File: src/rtl/neuromorphic_wb_master.sv
// neuromorphic_wb_master
//   Single-outstanding Wishbone classic (B4, non-pipelined) bus master.
//   Takes one command on a valid/ready handshake, runs one bus cycle with a
//   bounded ack timeout, then returns data/status on a valid/ready response.
//
// Ports
//   wb_clk_i, wb_rst_n_i       clock (rising edge), async active-low reset
//   cmd_valid_i / cmd_ready_o  command handshake
//   cmd_we/adr/dat/sel_i       command fields (1 = write)
//   rsp_valid_o / rsp_ready_i  response handshake
//   rsp_dat_o, rsp_err_o       read data (0 on write/timeout), timeout flag
//   wbm_*                      Wishbone master signals
//   busy_o                     high whenever the FSM is not idle
module neuromorphic_wb_master #(
  parameter int unsigned ADDR_W  = 32,
  parameter int unsigned DATA_W  = 32,
  parameter int unsigned TIMEOUT = 255
) (
  input  logic                wb_clk_i,
  input  logic                wb_rst_n_i,
  input  logic                cmd_valid_i,
  output logic                cmd_ready_o,
  input  logic                cmd_we_i,
  input  logic [ADDR_W-1:0]   cmd_adr_i,
  input  logic [DATA_W-1:0]   cmd_dat_i,
  input  logic [DATA_W/8-1:0] cmd_sel_i,
  output logic                rsp_valid_o,
  input  logic                rsp_ready_i,
  output logic [DATA_W-1:0]   rsp_dat_o,
  output logic                rsp_err_o,
  output logic                wbm_cyc_o,
  output logic                wbm_stb_o,
  output logic                wbm_we_o,
  output logic [ADDR_W-1:0]   wbm_adr_o,
  output logic [DATA_W-1:0]   wbm_dat_o,
  output logic [DATA_W/8-1:0] wbm_sel_o,
  input  logic                wbm_ack_i,
  input  logic [DATA_W-1:0]   wbm_dat_i,
  output logic                busy_o
);

  localparam logic [1:0] S_IDLE = 2'd0;
  localparam logic [1:0] S_BUS  = 2'd1;
  localparam logic [1:0] S_RESP = 2'd2;

  localparam logic [15:0] TO_LAST = 16'(TIMEOUT - 1);

  logic [1:0]          state_q,   state_d;
  logic                ready_q,   ready_d;
  logic                we_q,      we_d;
  logic [ADDR_W-1:0]   adr_q,     adr_d;
  logic [DATA_W-1:0]   dat_q,     dat_d;
  logic [DATA_W/8-1:0] sel_q,     sel_d;
  logic [15:0]         cnt_q,     cnt_d;
  logic [DATA_W-1:0]   rsp_dat_q, rsp_dat_d;
  logic                rsp_err_q, rsp_err_d;

  always_comb begin
    state_d   = state_q;
    we_d      = we_q;
    adr_d     = adr_q;
    dat_d     = dat_q;
    sel_d     = sel_q;
    cnt_d     = cnt_q;
    rsp_dat_d = rsp_dat_q;
    rsp_err_d = rsp_err_q;
    case (state_q)
      S_IDLE: begin
        if (cmd_valid_i && ready_q) begin
          we_d    = cmd_we_i;
          adr_d   = cmd_adr_i;
          dat_d   = cmd_dat_i;
          sel_d   = cmd_sel_i;
          cnt_d   = '0;
          state_d = S_BUS;
        end
      end
      S_BUS: begin
        // Ack is checked first so a same-cycle ack beats the timeout.
        if (wbm_ack_i) begin
          rsp_dat_d = we_q ? '0 : wbm_dat_i;
          rsp_err_d = 1'b0;
          state_d   = S_RESP;
        end else if (cnt_q == TO_LAST) begin
          rsp_dat_d = '0;
          rsp_err_d = 1'b1;
          state_d   = S_RESP;
        end else if (cnt_q != '1) begin
          cnt_d = cnt_q + 16'd1;
        end
      end
      S_RESP: begin
        if (rsp_ready_i) state_d = S_IDLE;
      end
      default: state_d = S_IDLE;
    endcase
    // Registered so it stays low during reset and rises on the first edge after.
    ready_d = (state_d == S_IDLE);
  end

  always_ff @(posedge wb_clk_i or negedge wb_rst_n_i) begin
    if (!wb_rst_n_i) begin
      state_q   <= S_IDLE;
      ready_q   <= 1'b0;
      we_q      <= 1'b0;
      adr_q     <= '0;
      dat_q     <= '0;
      sel_q     <= '0;
      cnt_q     <= '0;
      rsp_dat_q <= '0;
      rsp_err_q <= 1'b0;
    end else begin
      state_q   <= state_d;
      ready_q   <= ready_d;
      we_q      <= we_d;
      adr_q     <= adr_d;
      dat_q     <= dat_d;
      sel_q     <= sel_d;
      cnt_q     <= cnt_d;
      rsp_dat_q <= rsp_dat_d;
      rsp_err_q <= rsp_err_d;
    end
  end

  assign cmd_ready_o = ready_q;
  assign wbm_cyc_o   = (state_q == S_BUS);
  assign wbm_stb_o   = (state_q == S_BUS);
  assign wbm_we_o    = we_q;
  assign wbm_adr_o   = adr_q;
  assign wbm_dat_o   = dat_q;
  assign wbm_sel_o   = sel_q;
  assign rsp_valid_o = (state_q == S_RESP);
  assign rsp_dat_o   = rsp_dat_q;
  assign rsp_err_o   = rsp_err_q;
  assign busy_o      = (state_q != S_IDLE);

endmodule

File: config.mk
export PLATFORM = sky130hd
export DESIGN_NAME = neuromorphic_wb_master
export DESIGN_NICKNAME = d
export VERILOG_FILES = /design/src/rtl/neuromorphic_wb_master.sv
export SDC_FILE = /design/constraint.sdc
export NUM_CORES = 1
export LEC_CHECK = 0
export BUFFER_PORTS_ARGS = -buffer_cell sky130_fd_sc_hd__buf_4
export CORE_ASPECT_RATIO = 0.75
export CORE_UTILIZATION = 52
export DETAILED_ROUTE_END_ITERATION = 6
export PLACE_DENSITY = 0.86
export SYNTH_ARGS = -nofsm -noshare
export SYNTH_HDL_FRONTEND = slang
export SYNTH_SLANG_ARGS = --single-unit
File: constraint.sdc
create_clock -name wb_clk_i -period 3.9 [get_ports wb_clk_i]
set_clock_uncertainty 0.1 [all_clocks]
set_input_delay 0.78 -clock wb_clk_i [delete_from_list [all_inputs] [get_ports wb_clk_i]]
set_output_delay 0.78 -clock wb_clk_i [all_outputs]
set_load 0.005 [all_outputs]
**Word level (Yosys, flattened, before mapping)**

Index checks and enable logic that the tools add are counted.

- Bits in registers: 121
- Input bits: 106

- $add $sub $neg: 1
- Equal/unequal tests: 8
- Muxes and demuxes: 15
- Reduce and logical (&&, ||, !) cells: 9

Operators with widths:

| operator | number |
|---|---|
| 32-bit 2-to-1 mux | 3 |
| 16-bit 2-to-1 mux | 4 |
| 16-bit one-hot mux with 2 select lines | 1 |
| 16-bit by 1-bit adder with 16-bit output, second input constant | 1 |
| 16-bit by 8-bit == test with 1-bit output, second input constant | 1 |
| 16-bit != test, second input constant | 1 |
| 2-bit 2-to-1 mux | 4 |
| 2-bit != test, second input constant | 3 |
| 2-bit one-hot mux with 3 select lines | 1 |
| 2-bit nonzero test | 3 |
| 5-bit AND reduction | 1 |
| 2-bit logical NOT | 2 |
| 2-bit AND reduction | 2 |
| 2-bit by 1-bit == test with 1-bit output, second input constant | 1 |
| 2-bit == test, second input constant | 1 |
| 1-bit 2-to-1 mux | 2 |
| 2-bit by 1-bit != test with 1-bit output, second input constant | 1 |
| 1-bit logical AND | 1 |

**Depth between registers and ports, before layout**

Gate-level depths: netlist (run 1).

- Word-level depth: 5
- Gate-level depth with buffers: 9
- Mapped depth without buffers: 7

**Worst setup path after synthesis (run 1)**

No wires, ideal clock.

- Kind: register to register
- Start point: reg cnt_q[0]
- End point: reg cnt_q[3]
- Library setup time: 0.124 ns
- Arrival: 1.786 ns
- Data required time: 3.676 ns
- Path slack: 1.890 ns
- Cell stages (with the launch flop): 8
- Path buffers: 1
- Path through: dfrtp_1 -> ha_1 -> nand3_2 -> or4_4 -> nand3_2 -> buf_6 -> nor2_1 -> a211o_1

- Word-level cells in the longest chain between the ends: 5
- Elaborated cells on any way between the ends: 10

RTL lines:

| element | RTL line | source |
|---|---|---|
| start: declaration | 54 | `logic [15:0] cnt_q, cnt_d;` |
| start signal: assignment | 119 | `cnt_q <= cnt_d;` |
| 16-bit by 1-bit adder with 16-bit output | 89 | `cnt_d = cnt_q + 16'd1;` |
| 16-bit 2-to-1 mux | 88 | `end else if (cnt_q != '1) begin` |
| 16-bit 2-to-1 mux | 84 | `end else if (cnt_q == TO_LAST) begin` |
| 16-bit 2-to-1 mux | 80 | `if (wbm_ack_i) begin` |
| 16-bit one-hot mux with 2 select lines | 67 | `case (state_q)` |

Several ways; a longest one is shown, not always the timed one. The select of a mux whose other input is x is not followed.
A chain may end at the register's enable or synchronous reset.

**Worst setup path in the final report (run 1)**

- Start point: reg state_q[0]
- End point: out wbm_cyc_o

- Word-level cells in the longest chain between the ends: 1

RTL lines:

| element | RTL line | source |
|---|---|---|
| start: declaration | 48 | `logic [1:0] state_q, state_d;` |
| start signal: assignment | 113 | `state_q <= state_d;` |
| 2-bit by 1-bit == test with 1-bit output | 126 | `assign wbm_cyc_o = (state_q == S_BUS);` |
| end: declaration | 31 | `output logic wbm_cyc_o,` |

Every way passes these cells.

==> results of run 1 <==
==> worst reg2reg max path, cell delays in order, from the launching register on <==
cell and delay (ns):
dfrtp_1 0.43, inv_1 0.08, ha_1 0.15, nor4b_2 0.29, a41oi_4 0.17, buf_4 0.30, nor2_4 0.65, nand3_1 0.21
nand2_1 0.11
==> registers in the layout (all words and copies together) (netlist names) <==
name and flops:
wbm_we_o 1, wbm_dat_o 32, rsp_dat_o 32, state_q 2
cmd_ready_o 1, rsp_err_o 1, cnt_q 16, wbm_sel_o 4
wbm_adr_o 32
==> cell families after synthesis <==
family                   Yosys count  synth area share, %
XOR/XNOR                           1                0.173
buffers and inverters             44                 3.86
AND/OR/NAND/NOR                  323                 27.1
flip-flops                       121                 59.9
AO/OA/AOI/OAI                     67                 8.51
adder cells (fa/ha/maj)            2                0.495
==> per-stage QoR <==
step	util [%]	std cells	cell area, um^2	hold WS (ns)	power [W]
floorplan	-	558	5060	0.370	0.00289
global placement	72.7	868	6710	0.360	0.00392
detailed placement	72.7	868	6710	0.363	0.00403
CTS	78.7	900	7270	0.376	0.00550
global route	78.7	900	7270	0.396	0.00580
finish	78.7	900	7270	0.376	0.00549
==> final cells by class <==
type | count | area, um^2
multi-input combinational | 393 | 1850
clock buffer | 26 | 519
clock inverter | 6 | 37.5
inverter | 7 | 26.3
sequential | 121 | 3030
tap | 128 | 160
fill | 607 | 1960
timing repair buffer | 219 | 1640
==> worst max-delay path by stage <==
stage	from	to	slack (ns)	cells past startpoint
final	state_q[0]$_DFF_PN0_	wbm_cyc_o	1.13	4
after floorplan	cnt_q[0]$_DFFE_PN0P_	cnt_q[3]$_DFFE_PN0P_	1.89	7
after global placement	cmd_valid_i	wbm_sel_o[1]$_DFFE_PN0P_	1.45	5
after CTS	state_q[0]$_DFF_PN0_	wbm_stb_o	1.15	4
after detailed placement	cmd_valid_i	wbm_dat_o[18]$_DFFE_PN0P_	1.37	5
after global routing	state_q[0]$_DFF_PN0_	wbm_stb_o	1.04	4
==> power by group <==
part / internal, W / switching (W) / leakage [nW]
Clock: 0.000910 / 0.000534 / 0.268
Combinational: 0.000940 / 0.00105 / 2.13
Sequential: 0.00175 / 0.000304 / 1.56
==> cell usage after synthesis (2+ instances only) <==
cell,number
nand2_1,247
dfrtp_1,121
nand3_1,40
o21ai_0,38
clkbuf_1,22
buf_2,9
nor2_1,8
inv_1,6
nand4_1,6
o31ai_1,6
nor3_1,5
a21o_1,4
a21oi_1,3
buf_1,3
or3_1,3
a31oi_1,2
buf_6,2
ha_1,2
nand3_2,2
nor2b_1,2
o211ai_1,2
o21ai_1,2
o311ai_0,2
o41ai_1,2
==> routing by layer <==
metal | vias up | wire length (um) | part of all wire [%]
met3 | 34 | 1260 | 8.4
met4 | 0 | 420 | 2.8
li1 | 2230 | - | -
met5 | - | 0 | 0
met1 | 2295 | 6060 | 40
met2 | 240 | 7230 | 48
==> impl_metrics.ini, run 1 <==
[synth]
synthTopCellsByArea = dfrtp_1, nand2_1, nand3_1, o21ai_0, clkbuf_1
ys_seq_elements = 121
synth.net_count = 666
yosysWarnings = 0
synth_edf_count = 0
ys_seq_area_share_pct = 59.9
netlist_area_mm2 = 0.00506
syn_inst = 558
avgSynthCellArea_um2 = 9.06
netlist.area_leader.share_pct = 59.9
synth_cell_types = 43
postSynth.asyncResetShare_pct = 100
yosysTopAreaCell = dfrtp_1
synth_ff_type = dfrtp_1

[placed_design]
detailed_place_hpwl_mm = 9.80
preCtsSetupSlack_ns = 1.37
port_buffers = 212
place_congestion = 0.871

[min_path]
min_to = wbm_dat_o[11]$_DFFE_PN0P_
hp-class = reg -> reg
min_from = wbm_dat_o[11]$_DFFE_PN0P_
hold-path-cell-count = 2

[die]
die_h_um = 87.4
die_w_um = 116
core-area_mm2 = 0.00923
die_area_mm2 = 0.0101
io_pins = 213
start_util_pct = 54.8
num_rows = 30

[flow_run]
maxCapViolCount = 0

[critical_path]
crit_chain = nand2b_1 > buf_4 > clkinv_1 > buf_4
critPathKind = reg -> out
r2r_end = rsp_dat_o[10]$_DFFE_PN0P_
slowest_delay_ns = 0.40
cpMostUsedCell = buf_4
cp_data_required_time_ns = 3.02
rr_startpoint = cnt_q[0]$_DFFE_PN0P_
crit_arrival_ns = 1.89
rrSetupSlack_ns = 1.36
cp_top_family = buffers and inverters
crit_buf_inv = 3
endpoint_kind = output port
cp_max_fo = 38
rr_worst_depth = 8
cpMaxStageDelayCell = clkinv_1
startpoint_type = flop

[clock_network]
cts-hold-fix-buffers = 0
clock-sinks = 121
cts-root-buf = clkbuf_16
cts_tree = built
cts_buffers = 17
cts_setup_buffers = 0
clockBufferDepth = 2
htreeDepth = 4
ctsResizeCount = 0
clk_latency_ns = 0.40
path_clk_slew_ns = 0.05

[global_routing]
grt_use_total_pct = 30.1
use_met2_pct = 47.6
gr-usage-met1_pct = 38.8
grtUsageMet3_pct = 8.77
grt_pass1_wl_mm = 23.0
grt-busiest-layer = met2
grt.overflow.total = 0
grt_pass1_vias = 4639
grt_max_degree = 80
antenna_found_initial = 0

[routing]
wl_per_cell_um = 16.6
drcViolationCount = 0
wirelength_mm = 15.0
avgViaCountPerCell = 5.33
dr.pass1.iters = 4
drtIter0Drc = 407
vias = 4799
ant_nets = 0

[timing]
timing.fmax_ghz = 0.361
tns_ns = 0
drv_slew = 0
setup_viol = 0
worst_pin_slew_ns = 0.966
max_slew_margin_pct = 35.6
fin_crit_sh_pct = 70.9
hold_violations = 0
rsz0062_at_grt = no
layout_min_cycle_time_ns = 2.77
worst_slack_ns = 1.13

[final_layout]
drive_gt1_share_pct = 34.1
fin_nets = 867
final_common_cell = nand2_1
antenna_cells = 0
final_cell_mix = nand2_1, buf_4, dfrtp_1
syn_to_final_growth_pct = 43.7

[power]
power.leakage_nw = 3.95
peakVddDrop_mv = 0.462
power_density_mw_per_mm2 = 755

[status]
status = complete, no violations
No activity file was read; power rests on OpenSTA's default activity.
==> run 2: changes to the inputs <==
--- a/config.mk
+++ b/config.mk
@@ -5,11 +5,12 @@
 export SDC_FILE = /design/constraint.sdc
 export NUM_CORES = 1
 export LEC_CHECK = 0
+export ABC_AREA = 1
 export BUFFER_PORTS_ARGS = -buffer_cell sky130_fd_sc_hd__buf_4
 export CORE_ASPECT_RATIO = 0.75
-export CORE_UTILIZATION = 52
+export CORE_UTILIZATION = 49
 export DETAILED_ROUTE_END_ITERATION = 6
-export PLACE_DENSITY = 0.86
+export PLACE_DENSITY = 0.81
 export SYNTH_ARGS = -nofsm -noshare
 export SYNTH_HDL_FRONTEND = slang
 export SYNTH_SLANG_ARGS = --single-unit
==> constraint.sdc (replaced) <==
create_clock -name wb_clk_i -period 2.65 [get_ports wb_clk_i]
set_clock_uncertainty 0.1 [all_clocks]
set_input_delay 0.53 -clock wb_clk_i [delete_from_list [all_inputs] [get_ports wb_clk_i]]
set_output_delay 0.53 -clock wb_clk_i [all_outputs]
set_load 0.005 [all_outputs]
==> impl_metrics.ini, run 2 <==
[status]
status = complete, no violations

[timing]
max_slew_margin_pct = 61.0
rsz0062_at_grt = no
worst_pin_slew_ns = 0.585
timing.fmax_ghz = 0.476
drv_slew = 0
setup_viol = 0
layout_min_cycle_time_ns = 2.10
hold_violations = 0
tns_ns = 0
fin_crit_sh_pct = 79.3

[final_layout]
drive_gt1_share_pct = 47.1
fillers = 732
final_cell_mix = buf_4, nand2_1, dfrtp_1
final_common_cell = buf_4
fin_nets = 842
antenna_cells = 0
layout.area.seq_mm2 = 0.00303
syn_to_final_growth_pct = 43.2
multiInputGateArea_mm2 = 0.00206

[critical_path]
cp_max_fo = 10
critPathKind = reg -> out
crit_arrival_ns = 1.47
startpoint_type = flop
endpoint_kind = output port
cp_data_required_time_ns = 2.02
rrSetupSlack_ns = 0.64

[synth]
syn_inst = 515
yosysTopAreaCell = dfrtp_1
ys_seq_elements = 121
yosysWarnings = 0
ys_seq_area_share_pct = 56.9
synth_edf_count = 0
synth.most_common_cell = nand2_1
synth_cell_types = 27
synth.net_count = 623
synth_ff_type = dfrtp_1
postSynth.asyncResetShare_pct = 100
avgSynthCellArea_um2 = 10.3
synthTopCellsByArea = dfrtp_1, mux2_2, nand2_1, nand3_1, nor2_1
netlist_area_mm2 = 0.00532
netlist.area_leader.share_pct = 56.9
synth_common_cells = nand2_1, dfrtp_1, mux2_2

[placed_design]
port_buffers = 212
place_congestion = 0.925
detailed_place_hpwl_mm = 10.3

[power]
p_int_w = 0.00599
peakVddDrop_mv = 0.601
power.leakage_nw = 3.92
power_density_mw_per_mm2 = 1150
pwr-share-seq_pct = 36.6
swShare_pct = 31.6
combPwrFrac_pct = 37.7
netSwitchingPower_w = 0.00277
clkPwrFrac_pct = 25.7
power_w = 0.00876

[routing]
wl_per_cell_um = 16.4
dr.pass1.iters = 4
avgViaCountPerCell = 5.10
vias = 4506
wirelength_mm = 14.5
ant_nets = 0
drcViolationCount = 0
drtIter0Drc = 294

[global_routing]
grt_use_total_pct = 26.5
antenna_found_initial = 0
grt_max_degree = 45
grt.overflow.total = 0
grt_pass1_wl_mm = 22.3
grt_pass1_vias = 4487

[clock_network]
cts-hold-fix-buffers = 0
clock-sinks = 121
cts_buffers = 17
cts_tree = built
ctsResizeCount = 0
htreeDepth = 4
clockBufferDepth = 2
path_clk_slew_ns = 0.06
cts-root-buf = clkbuf_16
cts_setup_buffers = 0
clk_latency_ns = 0.41

[min_path]
hp-class = in -> async

[die]
start_util_pct = 51.1
num_rows = 32
die_area_mm2 = 0.0113
die_w_um = 122
core-area_mm2 = 0.0104
io_pins = 213
die_h_um = 92.2

[flow_run]
maxCapViolCount = 0
run 2: cell count changes in the layout (fill, tap and decap cells not counted), moves of 5 or more:
cell / change
clkbuf_8: -5
inv_1: +21
mux2_2: +69
nand2_1: -100
nand2_2: +18
nand3_1: +8
nor2_1: +30
nor3_1: -5
o21ai_0: -36
o31ai_1: -6
run 2: final timing paths:
kind / start / to / cells past startpoint
worst max register to register: cnt_q[0]$_DFFE_PN0P_ / cmd_ready_o$_DFF_PN0_ / 9
worst min register to register: rsp_dat_o[13]$_DFFE_PN0P_ / rsp_dat_o[13]$_DFFE_PN0P_ / 2
worst max-delay path: state_q[1]$_DFF_PN0_ / wbm_cyc_o / 4
worst min-delay path: wb_rst_n_i / wbm_adr_o[10]$_DFFE_PN0P_ / 1
min in group wb_clk_i: wbm_dat_i[26] / rsp_dat_o[26]$_DFFE_PN0P_ / 3
max in group asynchronous: wb_rst_n_i / wbm_adr_o[2]$_DFFE_PN0P_ / 2
run 2: worst max-delay path, stage by stage (launching register included):
cell     delay [ns]
dfrtp_1        0.39
inv_1          0.12
nand2_2        0.17
inv_1          0.23
buf_4          0.16
run 2: cells by family after synthesis:
| group | after synthesis | share of synthesized area (%) |
|---|---|---|
| AOI/OAI and AO/OA | 5 | 0.635 |
| xor gates and xnor gates | 3 | 0.494 |
| adders and majority gates | 2 | 0.471 |
| buffers and inverters | 49 | 4.40 |
| DFF | 121 | 56.9 |
| muxes | 69 | 14.6 |
| and+or+nand+nor | 266 | 22.4 |
run 2: layout make-up:
type,count,area share [%]
Sequential cell,121,39.8
Inverter,30,1.49
Clock buffer,18,5.77
Clock inverter,14,1.94
Timing Repair Buffer,219,21.8
Multi-Input combinational cell,345,27.1
Tap cell,136,2.23
run 2: metal layers:
layer / wire, um / global-route usage [%]
met1: 5510 / 29.9
met5: 0 / 0
met2: 7470 / 45.5
met4: 490 / 14.1
met3: 1060 / 7.40
run 2: metrics by stage:
stage | setup slack, ns | cells | hold WS [ns] | util [%] | instance area [um^2]
finish | 0.550 | 883 | 0.0134 | 73.2 | 7620
global route | 0.415 | 883 | 0.0422 | 73.2 | 7620
CTS | 0.541 | 883 | 0.0207 | 73.2 | 7620
detailed placement | 0.685 | 851 | 0.371 | 67.5 | 7030
global placement | 0.757 | 851 | 0.363 | 67.5 | 7030
floorplan | 1.02 | 515 | 0.134 | - | 5320
run 2: power by group through the flow:
stage	clock network, W	registers (W)	logic [W]
global route	0.00237	0.00329	0.00356
finish	0.00225	0.00320	0.00330
CTS	0.00229	0.00319	0.00334
detailed placement	0	0.00320	0.00330
global placement	0	0.00314	0.00319
floorplan	0	0.00320	0.00147
==> run 3: changes to the inputs <==
--- a/config.mk
+++ b/config.mk
@@ -8,9 +8,9 @@
 export ABC_AREA = 1
 export BUFFER_PORTS_ARGS = -buffer_cell sky130_fd_sc_hd__buf_4
 export CORE_ASPECT_RATIO = 0.75
-export CORE_UTILIZATION = 49
+export CORE_UTILIZATION = 44
 export DETAILED_ROUTE_END_ITERATION = 6
-export PLACE_DENSITY = 0.81
+export PLACE_DENSITY = 0.77
 export SYNTH_ARGS = -nofsm -noshare
 export SYNTH_HDL_FRONTEND = slang
 export SYNTH_SLANG_ARGS = --single-unit
==> constraint.sdc (replaced) <==
create_clock -name wb_clk_i -period 1.7 [get_ports wb_clk_i]
set_clock_uncertainty 0.1 [all_clocks]
set_input_delay 0.34 -clock wb_clk_i [delete_from_list [all_inputs] [get_ports wb_clk_i]]
set_output_delay 0.34 -clock wb_clk_i [all_outputs]
set_load 0.005 [all_outputs]
==> impl_metrics.ini, run 3 (synthesis results as in run 2) <==
[critical_path]
r2r_end = cnt_q[7]$_DFFE_PN0P_
critPathKind = reg -> reg
crit_arrival_ns = 1.92
rrSetupSlack_ns = -0.03
cp_data_required_time_ns = 1.89
rr_startpoint = cnt_q[1]$_DFFE_PN0P_
cp_max_fo = 5
rr_worst_depth = 9
startpoint_type = flop
endpoint_kind = flop

[final_layout]
syn_to_final_growth_pct = 51.8
antenna_cells = 0
fin_nets = 871
drive_gt1_share_pct = 51.1
final_common_cell = buf_4
fin_cells = 937
final_cell_mix = buf_4, nand2_1, dfrtp_1

[timing]
worst_slack_ns = -0.0313
drv_slew = 0
timing.fmax_ghz = 0.578
hold_violations = 0
setup_viol = 7
rsz0062_at_grt = yes
layout_min_cycle_time_ns = 1.73
worst_pin_slew_ns = 0.526
max_slew_margin_pct = 64.9
fin_crit_sh_pct = 102

[routing]
wl_per_cell_um = 15.3
drtIter0Drc = 178
wirelength_mm = 14.3
drcViolationCount = 0
avgViaCountPerCell = 4.90
ant_nets = 0
vias = 4595
dr.pass1.iters = 5

[min_path]
min_to = state_q[1]$_DFF_PN0_
min_from = rsp_ready_i
hold-path-cell-count = 2
hp-class = in -> reg

[flow_run]
maxCapViolCount = 0

[die]
core-area_mm2 = 0.0117
die_area_mm2 = 0.0125
start_util_pct = 45.5
die_w_um = 129
die_h_um = 97.2
io_pins = 213
num_rows = 34

[global_routing]
grt.overflow.total = 0
grt_use_total_pct = 22.5
grt_max_degree = 80
antenna_found_initial = 0
grt_pass1_wl_mm = 22.0
grt_pass1_vias = 4602

[clock_network]
cts-root-buf = clkbuf_16
path_clk_slew_ns = 0.06
clock-sinks = 121
clk_latency_ns = 0.39
cts_tree = built
clockBufferDepth = 2
cts_buffers = 17
htreeDepth = 4

[power]
power_w = 0.0142
power.leakage_nw = 4.11
peakVddDrop_mv = 0.987
power_density_mw_per_mm2 = 1760

[placed_design]
numPlacedInstances = 891
detailed_place_hpwl_mm = 10.0
place_congestion = 0.892
port_buffers = 212
preCtsSetupSlack_ns = 0.0138

[status]
status = finished, violations left
violations = negative setup slack
[run 3: what timing repair did]
| item | 4_1_cts | 5_1_grt |
|---|---|---|
| gates cloned | 0 | 3 |
| hold buffers | 1 | 0 |
| pin swaps | 0 | 17 |
| endpoints found under the setup margin | 3 | 51 |
| endpoints found under the hold margin | 121 | 0 |
| buffers inserted | 0 | 12 |
| gates resized for setup | 4 | 34 |
[run 3: worst max-delay path, cell delays in order, from the launching register on]
cell and delay, ns:
dfrtp_1 0.43, ha_2 0.22, nand2_2 0.08, nor2_4 0.18
nand3_4 0.10, nor2_4 0.16, nor2_4 0.09, buf_6 0.15
nand3_2 0.06, nand2_1 0.05
[run 3: through the flow]
stage	area, um^2	setup TNS, ns	hold slack (ns)	utilization (%)
global placement	7190	0	0.297	61.5
detailed placement	7190	0	0.306	61.5
global route	8070	-2.19	0.0459	69.0
CTS	7820	0	0.0480	66.8
finish	8070	-0.124	0.0657	69.0
floorplan	5320	0	-0.0556	-
[run 3: area by class of cell]
| cell class | count | area [um^2] |
|---|---|---|
| clock buffers | 18 | 439 |
| well taps | 162 | 203 |
| repair buffers | 246 | 1940 |
| fillers | 851 | 3620 |
| flip-flops and latches | 121 | 3030 |
| multi-input cells | 347 | 2160 |
| inverters | 30 | 126 |
| clock inverters | 13 | 170 |
[run 3: layer usage]
metal / track usage [%] / up-vias / share of wire [%]
li1: - / 2168 / -
met1: 27.7 / 2201 / 40
met2: 37.3 / 212 / 51
met3: 6.88 / 14 / 8.3
met4: 7.96 / 0 / 1.5
met5: 0 / - / 0
[run 3: how the worst max path moves through the flow]
stage	from	to	cells past startpoint
6_report	cnt_q[1]$_DFFE_PN0P_	cnt_q[7]$_DFFE_PN0P_	9
5_1_grt	cnt_q[0]$_DFFE_PN0P_	cnt_q[9]$_DFFE_PN0P_	10
4_1_cts	cnt_q[0]$_DFFE_PN0P_	rsp_dat_o[16]$_DFFE_PN0P_	10
2_1_floorplan	cnt_q[0]$_DFFE_PN0P_	cnt_q[8]$_DFFE_PN0P_	10
3_5_place_dp	cnt_q[0]$_DFFE_PN0P_	rsp_dat_o[16]$_DFFE_PN0P_	10
3_3_place_gp	cnt_q[1]$_DFFE_PN0P_	cnt_q[3]$_DFFE_PN0P_	9
[run 3: report_power, final]
group	switching, W	leakage, nW	internal, W	total, W
Combinational	0.00229	2.30	0.00328	0.00557
Sequential	0.000806	1.51	0.00420	0.00500
Clock	0.00132	0.295	0.00236	0.00367
